## src/rtl/mat_mac_core.sv

```systemverilog
// Buffers one DIM x DIM pair of signed matrices from two AXI-stream inputs,
// computes C = A x B with one sequential MAC and streams C out row-major.
module mat_mac_core #(
  parameter int DIM    = 2,
  parameter int DATA_W = 8,
  parameter int ACC_W  = 17
) (
  input  logic              i_clk,
  input  logic              i_rst_n,
  input  logic [DATA_W-1:0] s_axis_a_data,
  input  logic              s_axis_a_valid,
  output logic              s_axis_a_ready,
  input  logic [DATA_W-1:0] s_axis_b_data,
  input  logic              s_axis_b_valid,
  output logic              s_axis_b_ready,
  output logic [ACC_W-1:0]  m_axis_c_data,
  output logic              m_axis_c_valid,
  input  logic              m_axis_c_ready,
  output logic              m_axis_c_last
);

  localparam int N      = DIM * DIM;
  localparam int CNT_W  = $clog2(N + 1);
  localparam int ADDR_W = $clog2(N);
  localparam int IDX_W  = $clog2(DIM);
  localparam int PROD_W = 2 * DATA_W;

  typedef enum logic [1:0] {ST_LOAD, ST_COMPUTE, ST_OUTPUT} state_e;

  state_e state_q, state_d;

  logic [CNT_W-1:0]  a_cnt_q, a_cnt_d, b_cnt_q, b_cnt_d;
  logic [IDX_W-1:0]  row_q, row_d, col_q, col_d, k_q, k_d;
  logic [ACC_W-1:0]  acc_q, acc_d;
  logic [DATA_W-1:0] a_mem_q [N];
  logic [DATA_W-1:0] a_mem_d [N];
  logic [DATA_W-1:0] b_mem_q [N];
  logic [DATA_W-1:0] b_mem_d [N];
  logic              a_ready_q, a_ready_d, b_ready_q, b_ready_d;
  logic [ACC_W-1:0]  c_data_q, c_data_d;
  logic              c_valid_q, c_valid_d, c_last_q, c_last_d;

  logic                     a_hs, b_hs, c_hs, k_last, row_last, col_last;
  logic [ADDR_W-1:0]        a_addr, b_addr;
  logic signed [DATA_W-1:0] a_elem, b_elem;
  logic signed [PROD_W-1:0] prod;
  logic [ACC_W-1:0]         acc_sum;

  assign a_hs     = s_axis_a_valid && a_ready_q;
  assign b_hs     = s_axis_b_valid && b_ready_q;
  assign c_hs     = c_valid_q && m_axis_c_ready;
  assign k_last   = (k_q == IDX_W'(DIM - 1));
  assign row_last = (row_q == IDX_W'(DIM - 1));
  assign col_last = (col_q == IDX_W'(DIM - 1));

  assign a_addr  = ADDR_W'(int'(row_q) * DIM + int'(k_q));
  assign b_addr  = ADDR_W'(int'(k_q) * DIM + int'(col_q));
  assign a_elem  = a_mem_q[a_addr];
  assign b_elem  = b_mem_q[b_addr];
  assign prod    = a_elem * b_elem;
  assign acc_sum = acc_q + {{(ACC_W - PROD_W){prod[PROD_W-1]}}, prod};

  always_ff @(posedge i_clk) begin
    if (!i_rst_n) begin
      state_q   <= ST_LOAD;
      a_cnt_q   <= '0;
      b_cnt_q   <= '0;
      row_q     <= '0;
      col_q     <= '0;
      k_q       <= '0;
      acc_q     <= '0;
      a_ready_q <= 1'b0;
      b_ready_q <= 1'b0;
      c_data_q  <= '0;
      c_valid_q <= 1'b0;
      c_last_q  <= 1'b0;
    end else begin
      state_q   <= state_d;
      a_cnt_q   <= a_cnt_d;
      b_cnt_q   <= b_cnt_d;
      row_q     <= row_d;
      col_q     <= col_d;
      k_q       <= k_d;
      acc_q     <= acc_d;
      a_ready_q <= a_ready_d;
      b_ready_q <= b_ready_d;
      c_data_q  <= c_data_d;
      c_valid_q <= c_valid_d;
      c_last_q  <= c_last_d;
    end
  end

  // Buffer contents need no reset: counts gate every read and write.
  always_ff @(posedge i_clk) begin
    a_mem_q <= a_mem_d;
    b_mem_q <= b_mem_d;
  end

  always_comb begin
    state_d = state_q;
    unique case (state_q)
      ST_LOAD:    if (a_cnt_d == CNT_W'(N) && b_cnt_d == CNT_W'(N)) state_d = ST_COMPUTE;
      ST_COMPUTE: if (k_last) state_d = ST_OUTPUT;
      ST_OUTPUT:  if (c_hs) state_d = c_last_q ? ST_LOAD : ST_COMPUTE;
      default:    state_d = ST_LOAD;
    endcase
  end

  always_comb begin
    a_cnt_d   = a_cnt_q;
    b_cnt_d   = b_cnt_q;
    row_d     = row_q;
    col_d     = col_q;
    k_d       = k_q;
    acc_d     = acc_q;
    a_mem_d   = a_mem_q;
    b_mem_d   = b_mem_q;
    c_data_d  = c_data_q;
    c_valid_d = c_valid_q;
    c_last_d  = c_last_q;
    unique case (state_q)
      ST_LOAD: begin
        if (a_hs) begin
          a_mem_d[ADDR_W'(a_cnt_q)] = s_axis_a_data;
          a_cnt_d = a_cnt_q + 1'b1;
        end
        if (b_hs) begin
          b_mem_d[ADDR_W'(b_cnt_q)] = s_axis_b_data;
          b_cnt_d = b_cnt_q + 1'b1;
        end
        row_d = '0;
        col_d = '0;
        k_d   = '0;
        acc_d = '0;
      end
      ST_COMPUTE: begin
        acc_d = acc_sum;
        if (k_last) begin
          k_d       = '0;
          c_data_d  = acc_sum;
          c_valid_d = 1'b1;
          c_last_d  = row_last && col_last;
        end else begin
          k_d = k_q + 1'b1;
        end
      end
      ST_OUTPUT: begin
        if (c_hs) begin
          c_valid_d = 1'b0;
          c_last_d  = 1'b0;
          acc_d     = '0;
          k_d       = '0;
          if (c_last_q) begin
            a_cnt_d = '0;
            b_cnt_d = '0;
            row_d   = '0;
            col_d   = '0;
          end else if (col_last) begin
            col_d = '0;
            row_d = row_q + 1'b1;
          end else begin
            col_d = col_q + 1'b1;
          end
        end
      end
      default: ;
    endcase
  end

  // Readies are registered from next-state and next-count, never from valids.
  always_comb begin
    a_ready_d = (state_d == ST_LOAD) && (a_cnt_d < CNT_W'(N));
    b_ready_d = (state_d == ST_LOAD) && (b_cnt_d < CNT_W'(N));
  end

  assign s_axis_a_ready = a_ready_q;
  assign s_axis_b_ready = b_ready_q;
  assign m_axis_c_data  = c_data_q;
  assign m_axis_c_valid = c_valid_q;
  assign m_axis_c_last  = c_last_q;

endmodule
```

## config.mk

```make
export PLATFORM = sky130hd
export DESIGN_NAME = mat_mac_core
export DESIGN_NICKNAME = d
export VERILOG_FILES = /design/src/rtl/mat_mac_core.sv
export SDC_FILE = /design/constraint.sdc
export NUM_CORES = 1
export LEC_CHECK = 0
export CORE_ASPECT_RATIO = 1.5
export CORE_MARGIN = 2
export CORE_UTILIZATION = 55
export DETAILED_ROUTE_END_ITERATION = 12
export GPL_ROUTABILITY_DRIVEN = 0
export PLACE_DENSITY = 0.79
export SLEW_MARGIN = 5
export SYNTH_ARGS = -nofsm -noshare
export SYNTH_HDL_FRONTEND = slang
export SYNTH_SLANG_ARGS = --single-unit
```

## constraint.sdc

```tcl
create_clock -name i_clk -period 20.3 [get_ports i_clk]
set_clock_uncertainty 0.2 [all_clocks]
set_input_delay 3.045 -clock i_clk [delete_from_list [all_inputs] [get_ports i_clk]]
set_output_delay 3.045 -clock i_clk [all_outputs]
set_load 0.03 [all_outputs]
```

==> metrics.txt <==
# TYPE chip_impl_metric gauge
chip_impl_metric{name="slew_headroom",unit="%"} 27.7
chip_impl_metric{name="grt_max_degree",unit=""} 29
chip_impl_metric{name="final_antenna_net_count",unit=""} 0
chip_impl_info{name="yosys_most_used_dff",value="edfxtp_1"} 1
chip_impl_info{name="setup.worst_path.class",value="reg2reg"} 1
chip_impl_metric{name="placed_cell_area",unit="sq mm"} 0.00823
chip_impl_metric{name="ys.warnings.count",unit=""} 0
chip_impl_metric{name="min_period",unit="ns"} 7.64
chip_impl_metric{name="gr-total-overflow",unit=""} 0
chip_impl_metric{name="worst_slew_pin_tran",unit="ns"} 1.08
chip_impl_metric{name="critical_path.max_stage_delay",unit="ns"} 1.03
chip_impl_metric{name="finish.net_count",unit=""} 893
chip_impl_metric{name="synth_seq_cells",unit=""} 113
chip_impl_metric{name="drt_first_iter_violations",unit=""} 227
chip_impl_metric{name="synth-edff-count",unit=""} 64
chip_impl_metric{name="postCtsHoldBufs",unit=""} 0
chip_impl_metric{name="fp.dieArea",unit="sq mm"} 0.0150
chip_impl_metric{name="fillCellCount",unit=""} 997
chip_impl_metric{name="timing.setup.tns",unit="ns"} 0
chip_impl_metric{name="vdd_ir_drop_max",unit="V"} 0.0000707
chip_impl_info{name="tritoncts_clock_tree",value="done"} 1
chip_impl_info{name="cp-end-kind",value="flop"} 1
chip_impl_metric{name="worstRegToRegCells",unit=""} 25
chip_impl_metric{name="worst_ep_required",unit="ns"} 20.41
chip_impl_metric{name="setup_ws_final",unit="ns"} 12.66
chip_impl_metric{name="drc",unit=""} 0
chip_impl_metric{name="die_w",unit="um"} 101
chip_impl_metric{name="final.period_utilization",unit="%"} 37.6
chip_impl_metric{name="maxClockFrequency",unit="MHz"} 131
chip_impl_metric{name="synthesized_area_divided_by_synthesized_cell_count",unit="sq um"} 10.7
chip_impl_info{name="yosys.cell_count.top_type",value="inv_1"} 1
chip_impl_metric{name="grt_pass1_vias",unit=""} 5609
chip_impl_metric{name="detailed_place_hpwl",unit="mm"} 11.7
chip_impl_metric{name="port_buffers",unit=""} 41
chip_impl_metric{name="r2r_slack",unit="ns"} 12.66
chip_impl_metric{name="yosysSeqAreaShare",unit="%"} 37.8
chip_impl_metric{name="grt_first_pass_wirelength",unit="mm"} 26.0
chip_impl_metric{name="via_count",unit=""} 5330
chip_impl_metric{name="layout-drive-gt1-share",unit="%"} 7.35
chip_impl_metric{name="synth_top_area_share",unit="%"} 25.0
chip_impl_metric{name="cp_max_fo",unit=""} 22
chip_impl_info{name="critical_path.startpoint_type",value="flop"} 1
chip_impl_metric{name="area_delta_synth_final",unit="%"} 14.8
chip_impl_metric{name="final-max-slew-violation-count",unit=""} 0
chip_impl_metric{name="mappedNetlistArea",unit="sq mm"} 0.00768
chip_impl_metric{name="antennaDiodeCount",unit=""} 0
chip_impl_info{name="ctsRootBufferMaster",value="clkbuf_16"} 1
chip_impl_metric{name="power.total",unit="uW"} 987
chip_impl_metric{name="h-tree-depth",unit=""} 4
chip_impl_info{name="worstReg2RegEnd",value="acc_q[16]"} 1
chip_impl_metric{name="finish.instance_area",unit="sq mm"} 0.00882
chip_impl_metric{name="sinks_on_the_clock_net",unit=""} 113
chip_impl_metric{name="place_ws",unit="ns"} 12.65
chip_impl_metric{name="cp.arrival",unit="ns"} 7.75
chip_impl_metric{name="avgViaCountPerCell",unit=""} 5.69
chip_impl_metric{name="placeable_core_region",unit="sq mm"} 0.0136
chip_impl_metric{name="cts_buffers",unit=""} 17
chip_impl_info{name="hold_path_startpoint",value="m_axis_c_data[16]"} 1
chip_impl_metric{name="floorplan.io_pins",unit=""} 42
chip_impl_metric{name="syn_inst",unit=""} 721
chip_impl_info{name="endpoint_with_the_worst_hold_slack",value="m_axis_c_data[16]"} 1
chip_impl_metric{name="worstSkewPairLatency",unit="ns"} 0.41
chip_impl_metric{name="die_height",unit="um"} 149
chip_impl_metric{name="grt_antenna_before_repair",unit=""} 0
chip_impl_metric{name="longest_clk_path_bufs",unit=""} 2
chip_impl_metric{name="cts.repair_timing.setup_buffer_count",unit=""} 0
chip_impl_metric{name="clk_transition_reported_paths",unit="ns"} 0.05
chip_impl_info{name="grt_setup_unrepaired",value="false"} 1
chip_impl_metric{name="ys_types",unit=""} 52
chip_impl_metric{name="finish.utilization",unit="%"} 64.9
chip_impl_metric{name="p_per_area",unit="mW/mm^2"} 112
chip_impl_metric{name="cts_resized",unit=""} 0
chip_impl_info{name="run_status",value="finished clean"} 1
chip_impl_metric{name="worst_hold_slack",unit="ns"} 0.249
chip_impl_metric{name="global_route.usage.total",unit="%"} 22.4
chip_impl_info{name="synth.top_cells.by_area",value="edfxtp_1 (25%), fa_1 (15%), dfxtp_1 (13%)"} 1
chip_impl_metric{name="postSynthNetCount",unit=""} 852
chip_impl_info{name="timing.rr.start",value="k_last"} 1
chip_impl_metric{name="setup_viol",unit=""} 0
chip_impl_metric{name="whs_path_depth",unit=""} 2
chip_impl_metric{name="drt_wl_total",unit="mm"} 15.7
chip_impl_metric{name="avgRoutedWirePerCell",unit="um"} 16.8
chip_impl_metric{name="start_util",unit="%"} 56.5
chip_impl_metric{name="cap_viol_max_count",unit=""} 0
chip_impl_info{name="worst_hold_path_type",value="reg2reg"} 1
chip_impl_metric{name="report.final.hold_viol_count",unit=""} 0
chip_impl_info{name="netlist_top_cells_count",value="inv_1 (103), edfxtp_1 (64), and2_1 (60)"} 1
chip_impl_metric{name="postSynth.asyncResetShare",unit="%"} 0
chip_impl_metric{name="place_inst",unit=""} 905
chip_impl_metric{name="row_count",unit=""} 52
chip_impl_info{name="synth_area_leader_cell",value="edfxtp_1"} 1
chip_impl_info{name="critPathSlowestCell",value="dfxtp_1"} 1
chip_impl_metric{name="number_of_optimization_iterations_in_the_first_detailed_route_pass",unit=""} 5
chip_impl_metric{name="finish.cell_count_without_fillers",unit=""} 937
chip_impl_metric{name="p_leak",unit="nW"} 3.65
==> final cells by class <==
cell class	count	area [sq um]	share of cell area [%]
multi-input cells	484	4310	48.9
well taps	162	203	2.30
flip-flops and latches	113	2900	32.9
clock buffers	25	529	6.00
repair buffers	42	418	4.74
inverters	104	390	4.42
clock inverters	7	67.6	0.766
==> worst max path at each step <==
stage                        start  depth (start not counted)  slack [ns]         to
after floorplan           col_last                         25       13.45  acc_q[16]
after global placement      k_last                         25       12.84  acc_q[16]
after global routing        k_last                         25       12.08  acc_q[16]
after CTS                   k_last                         25       12.62  acc_q[16]
final                       k_last                         25       12.66  acc_q[16]
after detailed placement    k_last                         25       12.65  acc_q[16]
==> where the power goes <==
part	internal [mW]	total, mW	switching, mW
clock	0.193	0.296	0.103
sequential	0.245	0.247	0.00129
combinational	0.186	0.445	0.259
==> cells in the final DEF, fill, tap and decap left out, types with 6 or more instances in the layout <==
cell	n
xnor2_1	22
xor2_1	10
clkbuf_16	20
nand3_1	14
o21bai_1	6
a21o_1	9
fa_1	56
clkdlybuf4s50_1	41
a22oi_1	14
nor3_1	8
a21boi_0	9
dfxtp_1	49
nor2b_1	6
nor2_1	45
edfxtp_1	64
inv_1	103
and2_1	60
mux4_2	15
nand2_1	53
a21oi_1	32
o21ai_0	14
ha_1	54
==> critical path: cells and delay by family (launching register included) <==
family,cells,cell delay (ns)
compound gates,10,1.59
xor+xnor,2,0.30
fa+ha+maj,6,2.75
buf+inv,4,0.27
flops,1,1.03
mux,1,0.71
simple gates,2,0.68
==> sequential cells by signal, indices dropped and copies added (netlist names) <==
signal          flops
a_mem_q            32
b_mem_q            32
acc_q              17
m_axis_c_data      17
a_cnt_q             3
b_cnt_q             3
state_q             2
col_last            1
k_last              1
m_axis_c_last       1
m_axis_c_valid      1
row_last            1
s_axis_a_ready      1
s_axis_b_ready      1
==> routing by layer <==
layer | vias to the layer above | routed length (um) | track usage [%]
met4 | 0 | 518 | 11.0
met1 | 2648 | 5860 | 24.3
met2 | 120 | 8850 | 41.2
li1 | 2518 | - | -
met3 | 44 | 484 | 4.26
met5 | - | 0 | 0
==> kinds of logic (layout without fill, tap and decap cells) <==
family,after synthesis,after routing,share of synthesized area [%]
AOI/OAI and AO/OA,112,112,9.97
xor gates and xnor gates,34,34,4.17
adders and majority gates,110,110,23.4
muxes,19,19,4.93
and+or+nand+nor,209,209,13.7
DFF,113,113,37.8
buffers and inverters,124,178,6.09
Power figures use the tool's default switching activity.
